### config.mk
export PLATFORM = sky130hd
export DESIGN_NAME = mips_alu_issue_flat
export DESIGN_NICKNAME = d
export VERILOG_FILES = /design/src/rtl/mips_alu_issue_if.sv /design/src/rtl/mips_alu_issue.sv /design/src/flat_wrapper.sv
export SDC_FILE = /design/constraint.sdc
export NUM_CORES = 1
export LEC_CHECK = 0
export BUFFER_PORTS_ARGS = -buffer_cell sky130_fd_sc_hd__buf_4
export CAP_MARGIN = 25
export CORE_AREA = 4 4 129 100
export DETAILED_ROUTE_END_ITERATION = 6
export DIE_AREA = 0 0 133 104
export GPL_TIMING_DRIVEN = 0
export PLACE_DENSITY = 0.7
export SYNTH_ARGS = -nofsm -noshare
export SYNTH_HDL_FRONTEND = slang
export SYNTH_SLANG_ARGS = --single-unit
### constraint.sdc
create_clock -name clk -period 2.4 [get_ports clk]
set_clock_uncertainty 0.2 [all_clocks]
set_input_delay 0.24 -clock clk [delete_from_list [all_inputs] [get_ports clk]]
set_output_delay 0.24 -clock clk [all_outputs]
set_load 0.01 [all_outputs]
### src/rtl/mips_alu_issue_if.sv
// Issue-stage bus: instruction input, ALU-facing output stage, write-back port and debug view.
// slave = issue stage, master = upstream/ALU/test side.
interface mips_alu_issue_if #(
  parameter int DW   = 8,
  parameter int AW   = 3,
  parameter int NREG = 8
);
  logic            in_valid;
  logic            in_ready;
  logic [1:0]      in_alu_op;
  logic [5:0]      in_funct;
  logic [AW-1:0]   in_rs;
  logic [AW-1:0]   in_rt;
  logic [AW-1:0]   in_rd;
  logic            in_wr;
  logic            in_alu_src;
  logic [DW-1:0]   in_imm;

  logic            ex_valid;
  logic            ex_ready;
  logic [DW-1:0]   ex_a;
  logic [DW-1:0]   ex_b;
  logic [3:0]      ex_alu_ctl;
  logic [AW-1:0]   ex_rd;

  logic            wb_en;
  logic [AW-1:0]   wb_addr;
  logic [DW-1:0]   wb_data;

  logic            illegal_op;
  logic [NREG-1:0] dbg_busy;

  // Handshakes: a transfer happens on a rising edge where valid && ready;
  // the producer holds its payload stable while valid && !ready.
  modport slave (
    input  in_valid, in_alu_op, in_funct, in_rs, in_rt, in_rd, in_wr, in_alu_src, in_imm,
    output in_ready,
    output ex_valid, ex_a, ex_b, ex_alu_ctl, ex_rd,
    input  ex_ready,
    input  wb_en, wb_addr, wb_data,
    output illegal_op, dbg_busy
  );

  modport master (
    output in_valid, in_alu_op, in_funct, in_rs, in_rt, in_rd, in_wr, in_alu_src, in_imm,
    input  in_ready,
    input  ex_valid, ex_a, ex_b, ex_alu_ctl, ex_rd,
    output ex_ready,
    output wb_en, wb_addr, wb_data,
    input  illegal_op, dbg_busy
  );
endinterface

### src/rtl/mips_alu_issue.sv
// ALU issue stage: decode, 8x8b regfile read with write-back bypass, busy-bit RAW stall, registered ex_* stage.
// Optional MIPS_ISSUE_ILLEGAL_TRAP_EN: drop illegal R-type functs and raise sticky illegal_op.
module mips_alu_issue #(
  parameter int DW   = 8,
  parameter int NREG = 8,
  parameter int AW   = 3
) (
  input logic              clk,
  input logic              rst_n,
  mips_alu_issue_if.slave  bus
);

  localparam logic [3:0] CTL_AND = 4'b0000;
  localparam logic [3:0] CTL_OR  = 4'b0001;
  localparam logic [3:0] CTL_ADD = 4'b0010;
  localparam logic [3:0] CTL_SUB = 4'b0110;
  localparam logic [3:0] CTL_SLT = 4'b0111;
  localparam logic [3:0] CTL_NOR = 4'b1100;

  logic [DW-1:0]   r_regs [NREG];
  logic [NREG-1:0] r_busy;
  logic            r_ex_valid;
  logic [DW-1:0]   r_ex_a;
  logic [DW-1:0]   r_ex_b;
  logic [3:0]      r_ex_ctl;
  logic [AW-1:0]   r_ex_rd;

  logic [3:0]      w_ctl;
  logic [DW-1:0]   w_a;
  logic [DW-1:0]   w_b;
  logic            w_byp_rs;
  logic            w_byp_rt;
  logic            w_stall;
  logic            w_ready;
  logic            w_accept;
  logic            w_issue;

`ifdef MIPS_ISSUE_ILLEGAL_TRAP_EN
  logic            w_illegal;
  logic            r_illegal;
`endif

  always_comb begin
    w_ctl = CTL_ADD;
`ifdef MIPS_ISSUE_ILLEGAL_TRAP_EN
    w_illegal = 1'b0;
`endif
    case (bus.in_alu_op)
      2'b00: w_ctl = CTL_ADD;
      2'b01: w_ctl = CTL_SUB;
      2'b11: w_ctl = CTL_OR;
      default: begin
        case (bus.in_funct)
          6'b100100: w_ctl = CTL_AND;
          6'b100101: w_ctl = CTL_OR;
          6'b100000: w_ctl = CTL_ADD;
          6'b100010: w_ctl = CTL_SUB;
          6'b101010: w_ctl = CTL_SLT;
          6'b100111: w_ctl = CTL_NOR;
          default: begin
            w_ctl = CTL_ADD;
`ifdef MIPS_ISSUE_ILLEGAL_TRAP_EN
            w_illegal = 1'b1;
`endif
          end
        endcase
      end
    endcase
  end

  // A register being written back this cycle is forwarded and treated as not busy.
  assign w_byp_rs = bus.wb_en && (bus.wb_addr == bus.in_rs) && (bus.in_rs != '0);
  assign w_byp_rt = bus.wb_en && (bus.wb_addr == bus.in_rt) && (bus.in_rt != '0);

  always_comb begin
    w_a = '0;
    w_b = '0;
    if (w_byp_rs)               w_a = bus.wb_data;
    else if (bus.in_rs != '0)   w_a = r_regs[bus.in_rs];
    if (bus.in_alu_src)         w_b = bus.in_imm;
    else if (w_byp_rt)          w_b = bus.wb_data;
    else if (bus.in_rt != '0)   w_b = r_regs[bus.in_rt];
  end

  assign w_stall  = (r_busy[bus.in_rs] && !w_byp_rs) ||
                    (!bus.in_alu_src && r_busy[bus.in_rt] && !w_byp_rt);
  assign w_ready  = !w_stall && (!r_ex_valid || bus.ex_ready);
  assign w_accept = bus.in_valid && w_ready;

`ifdef MIPS_ISSUE_ILLEGAL_TRAP_EN
  assign w_issue  = w_accept && !w_illegal;
`else
  assign w_issue  = w_accept;
`endif

  always_ff @(posedge clk or negedge rst_n) begin
    if (!rst_n) begin
      r_ex_valid <= 1'b0;
      r_ex_a     <= '0;
      r_ex_b     <= '0;
      r_ex_ctl   <= '0;
      r_ex_rd    <= '0;
    end else if (w_issue) begin
      r_ex_valid <= 1'b1;
      r_ex_a     <= w_a;
      r_ex_b     <= w_b;
      r_ex_ctl   <= w_ctl;
      r_ex_rd    <= bus.in_wr ? bus.in_rd : '0;
    end else if (bus.ex_ready) begin
      r_ex_valid <= 1'b0;
    end
  end

  // Set has priority over a same-edge write-back clear of the same register.
  always_ff @(posedge clk or negedge rst_n) begin
    if (!rst_n) begin
      r_busy <= '0;
    end else begin
      r_busy[0] <= 1'b0;
      for (int i = 1; i < NREG; i++) begin
        if (w_issue && bus.in_wr && (bus.in_rd == AW'(i)))
          r_busy[i] <= 1'b1;
        else if (bus.wb_en && (bus.wb_addr == AW'(i)))
          r_busy[i] <= 1'b0;
      end
    end
  end

  always_ff @(posedge clk or negedge rst_n) begin
    if (!rst_n) begin
      for (int i = 0; i < NREG; i++) r_regs[i] <= '0;
    end else if (bus.wb_en && (bus.wb_addr != '0)) begin
      r_regs[bus.wb_addr] <= bus.wb_data;
    end
  end

`ifdef MIPS_ISSUE_ILLEGAL_TRAP_EN
  always_ff @(posedge clk or negedge rst_n) begin
    if (!rst_n)                      r_illegal <= 1'b0;
    else if (w_accept && w_illegal)  r_illegal <= 1'b1;
  end
  assign bus.illegal_op = r_illegal;
`else
  assign bus.illegal_op = 1'b0;
`endif

  assign bus.in_ready   = w_ready;
  assign bus.ex_valid   = r_ex_valid;
  assign bus.ex_a       = r_ex_a;
  assign bus.ex_b       = r_ex_b;
  assign bus.ex_alu_ctl = r_ex_ctl;
  assign bus.ex_rd      = r_ex_rd;
  assign bus.dbg_busy   = r_busy;

endmodule

### src/flat_wrapper.sv
// flat-port wrapper written by rule: the top's interface ports become plain ports
module mips_alu_issue_flat 
#(
  parameter int DW   = 8,
  parameter int NREG = 8,
  parameter int AW   = 3
)
  (clk, rst_n, bus_in_valid, bus_in_alu_op, bus_in_funct, bus_in_rs, bus_in_rt, bus_in_rd, bus_in_wr, bus_in_alu_src, bus_in_imm, bus_in_ready, bus_ex_valid, bus_ex_a, bus_ex_b, bus_ex_alu_ctl, bus_ex_rd, bus_ex_ready, bus_wb_en, bus_wb_addr, bus_wb_data, bus_illegal_op, bus_dbg_busy);
  mips_alu_issue_if #(.DW(DW), .AW(AW), .NREG(NREG)) bus_i ();
  input logic clk;
  input logic rst_n;
  input wire logic [$bits(bus_i.in_valid)-1:0] bus_in_valid;
  input wire logic [$bits(bus_i.in_alu_op)-1:0] bus_in_alu_op;
  input wire logic [$bits(bus_i.in_funct)-1:0] bus_in_funct;
  input wire logic [$bits(bus_i.in_rs)-1:0] bus_in_rs;
  input wire logic [$bits(bus_i.in_rt)-1:0] bus_in_rt;
  input wire logic [$bits(bus_i.in_rd)-1:0] bus_in_rd;
  input wire logic [$bits(bus_i.in_wr)-1:0] bus_in_wr;
  input wire logic [$bits(bus_i.in_alu_src)-1:0] bus_in_alu_src;
  input wire logic [$bits(bus_i.in_imm)-1:0] bus_in_imm;
  output wire logic [$bits(bus_i.in_ready)-1:0] bus_in_ready;
  output wire logic [$bits(bus_i.ex_valid)-1:0] bus_ex_valid;
  output wire logic [$bits(bus_i.ex_a)-1:0] bus_ex_a;
  output wire logic [$bits(bus_i.ex_b)-1:0] bus_ex_b;
  output wire logic [$bits(bus_i.ex_alu_ctl)-1:0] bus_ex_alu_ctl;
  output wire logic [$bits(bus_i.ex_rd)-1:0] bus_ex_rd;
  input wire logic [$bits(bus_i.ex_ready)-1:0] bus_ex_ready;
  input wire logic [$bits(bus_i.wb_en)-1:0] bus_wb_en;
  input wire logic [$bits(bus_i.wb_addr)-1:0] bus_wb_addr;
  input wire logic [$bits(bus_i.wb_data)-1:0] bus_wb_data;
  output wire logic [$bits(bus_i.illegal_op)-1:0] bus_illegal_op;
  output wire logic [$bits(bus_i.dbg_busy)-1:0] bus_dbg_busy;
  assign bus_i.in_valid = bus_in_valid;
  assign bus_i.in_alu_op = bus_in_alu_op;
  assign bus_i.in_funct = bus_in_funct;
  assign bus_i.in_rs = bus_in_rs;
  assign bus_i.in_rt = bus_in_rt;
  assign bus_i.in_rd = bus_in_rd;
  assign bus_i.in_wr = bus_in_wr;
  assign bus_i.in_alu_src = bus_in_alu_src;
  assign bus_i.in_imm = bus_in_imm;
  assign bus_in_ready = bus_i.in_ready;
  assign bus_ex_valid = bus_i.ex_valid;
  assign bus_ex_a = bus_i.ex_a;
  assign bus_ex_b = bus_i.ex_b;
  assign bus_ex_alu_ctl = bus_i.ex_alu_ctl;
  assign bus_ex_rd = bus_i.ex_rd;
  assign bus_i.ex_ready = bus_ex_ready;
  assign bus_i.wb_en = bus_wb_en;
  assign bus_i.wb_addr = bus_wb_addr;
  assign bus_i.wb_data = bus_wb_data;
  assign bus_illegal_op = bus_i.illegal_op;
  assign bus_dbg_busy = bus_i.dbg_busy;
  mips_alu_issue #(.DW(DW), .NREG(NREG), .AW(AW)) u_core (.clk(clk), .rst_n(rst_n), .bus(bus_i));
endmodule
After elaboration in Yosys (flattened, before gate mapping)
Index checks and enable logic that the tools add are counted.

operators by class
  magnitude comparators = 6
  eq/ne operators = 23
  mux-type cells = 37
  bitwise operators = 3
  reduce and logical (&&, ||, !) cells = 45

operator list
  operator                                                   number
  2-to-1 mux 8 bit                                           10
  bitwise mux 64 bit                                         1
  binary-select mux 8 bit (select 3 bit)                     2
  equality test 6 bit (second input constant)                5
  logical AND 1 bit                                          26
  demux 8 bit (select 3 bit)                                 1
  equality test 3 bit (second input constant)                8
  one-hot mux 4 bit (5 select lines)                         1
  2-to-1 mux 1 bit                                           18
  nonzero test 2 bit                                         8
  equality test 3 x 2 -> 1 bit (second input constant)       4
  greater-or-equal comparator 4 bit (second input constant)  3
  NOT 3 -> 4 bit                                             3
  one-hot mux 4 bit (3 select lines)                         1
  nonzero test 3 bit                                         3
  < comparator 3 x 4 -> 1 bit (second input constant)        2
  binary-select mux 1 bit (select 3 bit)                     2
  equality test 3 x 1 -> 1 bit (second input constant)       2
  equality test 3 bit                                        2
  logical NOT 1 bit                                          5
  < comparator 4 x 1 -> 1 bit (second input constant)        1
  2-to-1 mux 3 bit                                           1
  equality test 2 x 1 -> 1 bit (second input constant)       1
  equality test 2 bit (second input constant)                1
  other kinds (2)                                            3

word-level totals
  register bits = 95
  bits of input ports = 43
  logic and storage cells = 134

Depth between registers and ports, before layout
Gate-level depths: netlist of the first run.

  depth after elaboration = 12
  mapped depth = 7

Least setup slack after synthesis of the first run
No wires, ideal clock.

  path type = input port to output port
  start = in bus_wb_addr[2]
  end = out bus_in_ready
  arrival = 1.746 ns
  setup slack = 0.214 ns
  stages = 7
  cell sequence = clkbuf_1 > xor2_1 > a2111oi_2 > or2_2 > clkbuf_1 > o21ai_0 > a21oi_1

on the way
  longest elaborated chain between the ends = 8

ends and longest elaborated chain
  element                                                    line                                        source
  from (decl)                                                flat_wrapper.sv:29                          input wire logic [$bits(bus_i.wb_addr)-1:0] bus_wb_addr;
  equality test 3 bit, on equally long branches              mips_alu_issue.sv:72, mips_alu_issue.sv:73
  logical AND 1 bit, on equally long branches (2 in series)  mips_alu_issue.sv:72, mips_alu_issue.sv:73
  logical NOT 1 bit, on equally long branches                mips_alu_issue.sv:85, mips_alu_issue.sv:86
  logical AND 1 bit, on equally long branches                mips_alu_issue.sv:85, mips_alu_issue.sv:86
  logical OR 1 bit *                                         mips_alu_issue.sv:85                        assign w_stall = (r_busy[bus.in_rs] && !w_byp_rs) ||
  logical NOT 1 bit *                                        mips_alu_issue.sv:87                        assign w_ready = !w_stall && (!r_ex_valid || bus.ex_ready);
  logical AND 1 bit *                                        mips_alu_issue.sv:87
  to (decl)                                                  flat_wrapper.sv:21                          output wire logic [$bits(bus_i.in_ready)-1:0] bus_in_ready;

Mark *: on every way between the ends. The rest lies on a longest branch, timed or not.

Worst setup path in the final report of the first run
  start = in bus_wb_addr[0]
  end = out bus_in_ready

The elaborated chain is that of the path after synthesis.

==> qor_table.md, run 1 <==
| Metric | Reported |
| --- | --- |
| Max-Slew Margin vs Limit | 41.79% |
| First-pass GRT wire length | 22.60 mm |
| Cell type with the highest aggregate area in the netlist | sky130_fd_sc_hd__dfrtp_1 |
| Clk buf depth | 2 |
| Final max-slew violation count | 0 |
| Routed via count | 4,011 |
| Initial core utilization | 44.80% |
| Ys flop type | sky130_fd_sc_hd__dfrtp_1 |
| Power density cells | 807.5 mW/mm2 |
| Leakage power | 2.887 nW |
| Post-detailed-route wirelength per cell | 21.02 um |
| Placer congestion estimate | 0.8813 |
| Kind of cell adding the most delay to the critical path | simple AND/OR/NAND/NOR gates |
| Post-Synthesis Cell Area | 0.005165 mm2 |
| # IOs | 77 |
| Min Clock Period, post-route | 2338 ps |
| Yosys cell types | 48 |
| Net Sw Frac | 30.25% |
| Leading cell types by count after synthesis | sky130_fd_sc_hd__dfrtp_1 (95), sky130_fd_sc_hd__nand2_1 (54), sky130_fd_sc_hd__o21ai_0 (37), sky130_fd_sc_hd__mux4_2 (34), sky130_fd_sc_hd__mux2_2 (28) |
| Fraction of synthesis flops using an asynchronous set or reset pin | 100.0% |
| Hpwl dp | 9.666 mm |
| Final #Nets | 557 |
| Crit Path Max Fanout | 9 |
| Arrival time worst endpoint | 1900 ps |
| Total number of H-tree levels | 3 |
| Clock latency at the later pin of the worst-skew pair | 350 ps |
| Height of the die | 104 um |
| CP Class | in2out |
| Path type of the worst min-delay path | in2reg |
| Sequence of cells on the critical path | buf_4, or3b_1, a2111oi_4, or2_4, o21ai_0, a21oi_1, buf_4 |
| Maximum number of pins on one net before global-route repair | 59 |
| Slowest Stage Delay on Critical Path | 430 ps |
| EDFF count, synth | 0 |
| CTS tree | yes |
| Critical-path cell with the highest stage delay | sky130_fd_sc_hd__or3b_1 |
| P&R area growth vs syn | 23.72% |
| Floorplan die area | 0.01383 mm2 |
| Combined global-route utilization of all metal layers | 21.28% |
| Number of buffers created by CTS | 9 |
| Dominant cells by area after synthesis | sky130_fd_sc_hd__dfrtp_1 (46%), sky130_fd_sc_hd__mux4_2 (15%), sky130_fd_sc_hd__mux2_2 (6.1%) |
| #FFs+latches synth | 95 |
| Status | finished clean |
| Clock input transition at the sequential cells of the worst setup and hold paths | 70 ps |
| Antenna-violating nets left | 0 |
| Aggregate routed wire length | 14.31 mm |
| Count of TritonRoute iterations in the first routing pass | 5 |
| Chip width | 133 um |
| Vias per Instance | 5.890 |
| CTS root buffer | sky130_fd_sc_hd__clkbuf_16 |
| Vias in the first global route | 4,056 |
| Sum of negative setup slack | 0 ps |
| Share of total power in sequential cells | 43.4% |
| Dominant cell by count in the synthesized netlist | sky130_fd_sc_hd__dfrtp_1 |
| Sinks on Clock Net | 95 |
| Synth warnings | 0 |
| Worst reg-to-reg setup slack | 80 ps |
| Share of cells above drive strength 1 | 37.76% |
| Transition at the pin with the smallest max-transition slack | 873.2 ps |
| Post-Syn Area per Cell | 12.30 um2 |
| Required time reported for the critical path endpoint | 1960 ps |
| Max Clk Rate | 427.7 MHz |
| Core ar. | 0.01153 mm2 |
| Relative contribution of the clock network to total power | 26.0% |
| Std cell rows | 34 |
| Critical Path Start Type | input pin |
| Drc violations | 0 |
| Fraction of power consumed by combinational cells | 30.6% |
| Final count of negative-setup-slack endpoints | 0 |
| Area fraction of the dominant cell type after synthesis | 46.03% |
| Share of the cycle needed by the critical path after routing | 97.42% |
| Net Sw Power | 0.001561 W |
| Final Hold Vio Count | 0 |
| Sequential-to-total area share from yosys stat | 46.03% |
| Starting DRC count in detailed routing | 281 |
| Int Power | 0.003599 W |
| Peak VDD IR | 0.0003673 V |
| Number of antenna violations at the first check in global routing | 0 |
| Grt total ovfl | 0 |
| Post-synthesis cell count | 420 |
| Final Power | 0.005160 W |
| Share of the core filled with cells in the final layout | 55.43% |
| Max_cap viols | 0 |
| Bufs and invs on worst path | 2 |
| Number of port buffers | 70 |
| Number of antenna diodes | 0 |
| Endpoint kind of the worst setup timing path | output port |
| Worst path most repeated cell | sky130_fd_sc_hd__buf_4 |
[state kept, by name, summed over array words and instances (netlist names)]
register	count
u_core.bus.ex_valid	1
u_core.bus.ex_b	8
u_core.r_regs	64
u_core.bus.ex_alu_ctl	4
u_core.bus.ex_rd	3
u_core.bus.ex_a	8
u_core.bus.dbg_busy	7
[worst min-delay path, cell delays in order]
cell and delay [ps]:
sky130_fd_sc_hd__buf_4 70, sky130_fd_sc_hd__nand2b_1 170, sky130_fd_sc_hd__nand2_1 70
[cells by family (layout without fill, tap and decap cells)]
kind of cell | count (synthesis) | count (layout) | share of synthesized area, %
mux | 103 | 103 | 30.72
flops | 95 | 95 | 46.03
simple gates | 93 | 93 | 8.794
compound gates | 70 | 70 | 9.060
buf+inv | 53 | 151 | 4.481
xor+xnor | 5 | 5 | 0.8480
other cells | 1 | 2 | 0.07260
[path summary, 6_finish.rpt]
check,end,startpoint,cells after the start
min reg2reg,u_core.r_regs[62]$_DFFE_PN0P_,u_core.r_regs[62]$_DFFE_PN0P_,1
max in group asynchronous,u_core.bus.dbg_busy[7]$_DFFE_PN0P_,rst_n,3
min in group asynchronous,u_core.bus.ex_valid$_DFFE_PN0P_,rst_n,2
min,u_core.bus.ex_valid$_DFFE_PN0P_,bus_ex_ready,3
max,bus_in_ready,bus_wb_addr[0],7
max reg2reg,u_core.bus.ex_b[5]$_DFFE_PN0P_,u_core.bus.dbg_busy[5]$_DFFE_PN0P_,6
[stage by stage]
stage	setup slack, ps	cells	cell area, um2	hold WS [ps]
2_1_floorplan	214.2	421	5169	-255.6
3_3_place_gp	-881.5	653	5897	258.8
3_5_place_dp	-629.7	655	5943	48.42
4_1_cts	52.83	680	6331	6.399
5_1_grt	-1.678	681	6390	63.85
6_report	61.96	681	6390	45.02
[layout by cell type, fill, tap and decap left out, types with 2 or more instances in the layout]
master and count:
sky130_fd_sc_hd__nand2b_1 3, sky130_fd_sc_hd__nor2_1 7, sky130_fd_sc_hd__clkinvlp_4 2, sky130_fd_sc_hd__buf_1 2, sky130_fd_sc_hd__clkbuf_16 9, sky130_fd_sc_hd__nand2_1 54, sky130_fd_sc_hd__buf_4 75, sky130_fd_sc_hd__nand4_1 3
sky130_fd_sc_hd__o221ai_1 7, sky130_fd_sc_hd__buf_2 4, sky130_fd_sc_hd__nand3b_1 4, sky130_fd_sc_hd__dfrtp_1 95, sky130_fd_sc_hd__clkbuf_2 4, sky130_fd_sc_hd__nor4bb_1 2, sky130_fd_sc_hd__o2bb2ai_1 8, sky130_fd_sc_hd__buf_12 2
sky130_fd_sc_hd__o21ai_0 37, sky130_fd_sc_hd__conb_1 2, sky130_fd_sc_hd__inv_1 15, sky130_fd_sc_hd__clkinv_2 3, sky130_fd_sc_hd__mux2_2 28, sky130_fd_sc_hd__nor3b_1 2, sky130_fd_sc_hd__mux2i_1 22, sky130_fd_sc_hd__xnor2_1 3
sky130_fd_sc_hd__nand4b_1 3, sky130_fd_sc_hd__mux4_2 34, sky130_fd_sc_hd__clkbuf_1 18, sky130_fd_sc_hd__a21oi_1 4, sky130_fd_sc_hd__dlygate4sd3_1 11, sky130_fd_sc_hd__mux2_4 19, sky130_fd_sc_hd__nand3_1 4, sky130_fd_sc_hd__o211ai_1 2
sky130_fd_sc_hd__clkbuf_4 2, sky130_fd_sc_hd__xor2_1 2, sky130_fd_sc_hd__nor2b_1 3
[timing repair]
action | 4_1_cts | 5_1_grt
hold endpoints to repair | 64 | 0
buffers inserted | 0 | 1
gates resized for setup | 5 | 15
hold buffers | 11 | 0
endpoints found under the setup margin | 8 | 21
pin swaps | 0 | 2
[power groups by stage]
stage | clock (W) | sequential (W) | combinational, W
floorplan | 0 | 0.00228 | 0.000868
global route | 0.00142 | 0.00229 | 0.00170
CTS | 0.00136 | 0.00224 | 0.00156
global placement | 0 | 0.00224 | 0.00150
finish | 0.00134 | 0.00224 | 0.00158
detailed placement | 0 | 0.00227 | 0.00154
[metal layers]
metal | wire length [um] | GRT usage, % | up-vias
met5 | 0 | 0 | -
met2 | 6460 | 31.56 | 197
met4 | 442 | 7.864 | 0
met3 | 1191 | 6.238 | 40
li1 | - | - | 1730
met1 | 6218 | 29.67 | 2044
[final cells by class]
cell class	count	area [um2]
buffer	36	200.2
clock buffer	9	225.2
clock inverter	7	47.55
fill	974	5139
inverter	15	56.30
multi-input combinational	273	2599
sequential	95	2377
tap	162	202.7
timing repair buffer	84	681.9
No activity file was read; power rests on OpenSTA's default activity.
==> inputs of run 2 (changes only) <==
==> config.mk (replaced) <==
export PLATFORM = sky130hd
export DESIGN_NAME = mips_alu_issue_flat
export DESIGN_NICKNAME = d
export VERILOG_FILES = /design/src/rtl/mips_alu_issue_if.sv /design/src/rtl/mips_alu_issue.sv /design/src/flat_wrapper.sv
export SDC_FILE = /design/constraint.sdc
export NUM_CORES = 1
export LEC_CHECK = 0
export BUFFER_PORTS_ARGS = -buffer_cell sky130_fd_sc_hd__buf_2
export CAP_MARGIN = 25
export CELL_PAD_IN_SITES_DETAIL_PLACEMENT = 2
export CELL_PAD_IN_SITES_GLOBAL_PLACEMENT = 2
export CORE_AREA = 4 4 157 121
export DETAILED_ROUTE_END_ITERATION = 6
export DIE_AREA = 0 0 161 125
export GPL_TIMING_DRIVEN = 0
export PLACE_DENSITY = 0.69
export SYNTH_ARGS = -nofsm -noshare
export SYNTH_HDL_FRONTEND = slang
export SYNTH_SLANG_ARGS = --single-unit
==> run 2 against run 1 <==
Maximum frequency is 0.12% higher. Largest cell class unchanged. Routed wire length rose by 22%. Global-route usage fell by 3.8 points. Highest routed layer unchanged.
==> qor_table.md, run 2 (synthesis gave the netlist of run 1 again) <==
| Metric | Reported | vs previous |
| --- | --- | --- |
| Starting DRC count in detailed routing | 256 | was 281 |
| Max Clk Rate | 428.2 MHz | was 427.7 MHz |
| Routed via count | 3,937 | was 4,011 |
| Required time reported for the critical path endpoint | 2430 ps | was 1960 ps |
| Crit path setup slack, layout | 64.67 ps | was 61.96 ps |
| Crit Path Max Fanout | 10 | was 9 |
| Total number of H-tree levels | 3 | unchanged |
| RSZ-0062 raised after global routing | true |  |
| Initial core utilization | 29.60% | was 44.80% |
| P&R area growth vs syn | 22.50% | was 23.72% |
| Core ar. | 0.01745 mm2 | was 0.01153 mm2 |
| Worst reg-to-reg setup slack | 60 ps | was 80 ps |
| Clock input transition at the sequential cells of the worst setup and hold paths | 70 ps | about the same |
| CTS root buffer | sky130_fd_sc_hd__clkbuf_16 | unchanged |
| Placer congestion estimate | 0.7927 | was 0.8813 |
| Drc violations | 0 | unchanged |
| Max-Slew Margin vs Limit | 41.84% | was 41.79% |
| Hold EP | u_core.r_regs[53]$_DFFE_PN0P_ | was u_core.bus.ex_valid$_DFFE_PN0P_ |
| Leakage power | 2.855 nW | was 2.887 nW |
| Grt total ovfl | 0 | unchanged |
| Hpwl dp | 12.16 mm | was 9.666 mm |
| Combined global-route utilization of all metal layers | 17.44% | was 21.28% |
| Register containing the most flip-flops in the final layout | u_core.r_regs | unchanged |
| Final max-slew violation count | 0 | unchanged |
| Arrival time worst endpoint | 2370 ps | was 1900 ps |
| Number of antenna violations at the first check in global routing | 0 | unchanged |
| Fill cell count | 1,870 | was 974 |
| Share of the core filled with cells in the final layout | 36.27% | was 55.43% |
| Floorplan die area | 0.02013 mm2 | was 0.01383 mm2 |
| CP Class | reg2reg | was in2out |
| Endpoint of the most critical register-to-register path | u_core.bus.ex_a[7]$_DFFE_PN0P_ | was u_core.bus.ex_b[5]$_DFFE_PN0P_ |
| Worst hold slack across all endpoints | 8.072 ps | was 45.02 ps |
| Vias per Instance | 5.180 | was 5.890 |
| Sinks on Clock Net | 95 | unchanged |
| Clk buf depth | 2 | unchanged |
| Power density cells | 839.3 mW/mm2 | was 807.5 mW/mm2 |
| Aggregate routed wire length | 17.42 mm | was 14.31 mm |
| Share of the cycle needed by the critical path after routing | 97.31% | was 97.42% |
| Max_cap viols | 0 | unchanged |
| Path type of the worst min-delay path | in2reg | unchanged |
| Peak VDD IR | 0.0003924 V | was 0.0003673 V |
| Antenna-violating nets left | 0 | unchanged |
| Clock latency at the later pin of the worst-skew pair | 350 ps | about the same |
| Share of cells above drive strength 1 | 38.22% | was 37.76% |
| Number of antenna diodes | 0 | unchanged |
| Critical Path Start Type | register | was input pin |
| Area used by multi-input combinational logic | 0.002586 mm2 | was 0.002599 mm2 |
| Std cell rows | 42 | was 34 |
| Worst-case reg-to-reg path depth | 6 | unchanged |
| Final #Nets | 556 | was 557 |
| Vias in the first global route | 4,387 | was 4,056 |
| Final Hold Vio Count | 0 | unchanged |
| CTS tree | yes | unchanged |
| # IOs | 77 | unchanged |
| Status | finished clean | unchanged |
| Transition at the pin with the smallest max-transition slack | 872.3 ps | was 873.2 ps |
| Count of TritonRoute iterations in the first routing pass | 4 | was 5 |
| Most common cell after layout, fill and taps aside | sky130_fd_sc_hd__dfrtp_1 | unchanged |
| Most frequent cells in the layout | sky130_fd_sc_hd__dfrtp_1 (94), sky130_fd_sc_hd__buf_2 (73), sky130_fd_sc_hd__nand2_1 (54) | was sky130_fd_sc_hd__dfrtp_1 (95), sky130_fd_sc_hd__buf_4 (75), sky130_fd_sc_hd__nand2_1 (54) |
| Number of flip-flops under the largest register name | 64 | unchanged |
| Number of buffers created by CTS | 9 | unchanged |
| Number of port buffers | 70 | unchanged |
| Reg2reg start | u_core.bus.dbg_busy[3]$_DFFE_PN0P_ | was u_core.bus.dbg_busy[5]$_DFFE_PN0P_ |
| Area occupied by registers | 0.002379 mm2 | was 0.002377 mm2 |
| Height of the die | 125 um | was 104 um |
| Final count of negative-setup-slack endpoints | 0 | unchanged |
| Endpoint kind of the worst setup timing path | register | was output port |
| Post-place setup slack | -973.5 ps | was -629.7 ps |
| Hold Path Stages | 2 | was 3 |
| Chip width | 161 um | was 133 um |
| First-pass GRT wire length | 26.76 mm | was 22.60 mm |
| Min Clock Period, post-route | 2335 ps | was 2338 ps |
| Maximum number of pins on one net before global-route repair | 62 | was 59 |
| Post-detailed-route wirelength per cell | 22.93 um | was 21.02 um |
| Min-Delay Startpoint | bus_wb_data[5] | was bus_ex_ready |
run 2: worst max-delay path, cell delays in order (launching register included):
cell and delay [ps]:
sky130_fd_sc_hd__dfrtp_1 440, sky130_fd_sc_hd__mux2i_1 100, sky130_fd_sc_hd__mux4_2 480, sky130_fd_sc_hd__o311ai_1 260, sky130_fd_sc_hd__a21o_2 210, sky130_fd_sc_hd__buf_12 190
sky130_fd_sc_hd__mux2_4 310
run 2: worst max-delay path by stage:
stage | cells after the start | startpoint | endpoint | slack [ps]
after detailed placement | 8 | bus_in_rt[1] | u_core.bus.ex_b[5]$_DFFE_PN0P_ | -970
after global routing | 6 | u_core.bus.dbg_busy[3]$_DFFE_PN0P_ | u_core.bus.ex_a[7]$_DFFE_PN0P_ | -40
after global placement | 6 | bus_in_rs[0] | u_core.bus.ex_a[0]$_DFFE_PN0P_ | -1130
after CTS | 6 | bus_in_rs[0] | u_core.bus.ex_a[0]$_DFFE_PN0P_ | -40
after floorplan | 7 | bus_wb_addr[2] | bus_in_ready | 210
final | 6 | u_core.bus.dbg_busy[3]$_DFFE_PN0P_ | u_core.bus.ex_a[7]$_DFFE_PN0P_ | 60
run 2: repair_timing:
item | CTS | global route
setup endpoints to repair | 17 | 31
pin swaps | 1 | 1
setup buffers | 1 | 2
hold buffers | 8 | 0
hold endpoints to repair | 48 | 0
gates resized for setup | 11 | 7
cloned | 0 | 0
run 2: cell type report:
type	instances	area share (%)
Buffer	36	3.085
Clock buffer	11	3.678
Clock inverter	5	1.285
Inverter	15	0.8899
Multi-Input combinational cell	273	40.87
Sequential cell	95	37.59
Tap cell	242	4.785
Timing Repair Buffer	83	7.811
run 2: report_power, final:
group	internal, W	switching (W)	total [W]
Clock	0.000917	0.000654	0.00157
Sequential	0.00198	0.000264	0.00224
Combinational	0.000799	0.000700	0.00150
run 2: metal layers:
metal / routed length, um / GRT usage, % / vias to the layer above / share of wire, %
li1: - / - / 1726 / -
met1: 7743 / 23.70 / 2097 / 44
met2: 8339 / 27.60 / 93 / 48
met3: 1080 / 5.164 / 21 / 6.2
met4: 259 / 4.263 / 0 / 1.5
met5: 0 / 0 / - / 0
run 2: through the flow:
| step | cell area, um2 | cells | TNS (ps) | power [W] |
|---|---|---|---|---|
| 2_1_floorplan | 5169 | 421 | 0 | 0.003150 |
| 5_1_grt | 6327 | 760 | -500.0 | 0.005617 |
| 4_1_cts | 6296 | 759 | -80.02 | 0.005366 |
| 3_5_place_dp | 5871 | 735 | -14020 | 0.003749 |
| 3_3_place_gp | 5822 | 733 | -33950 | 0.003649 |
| 6_report | 6327 | 760 | 0 | 0.005310 |
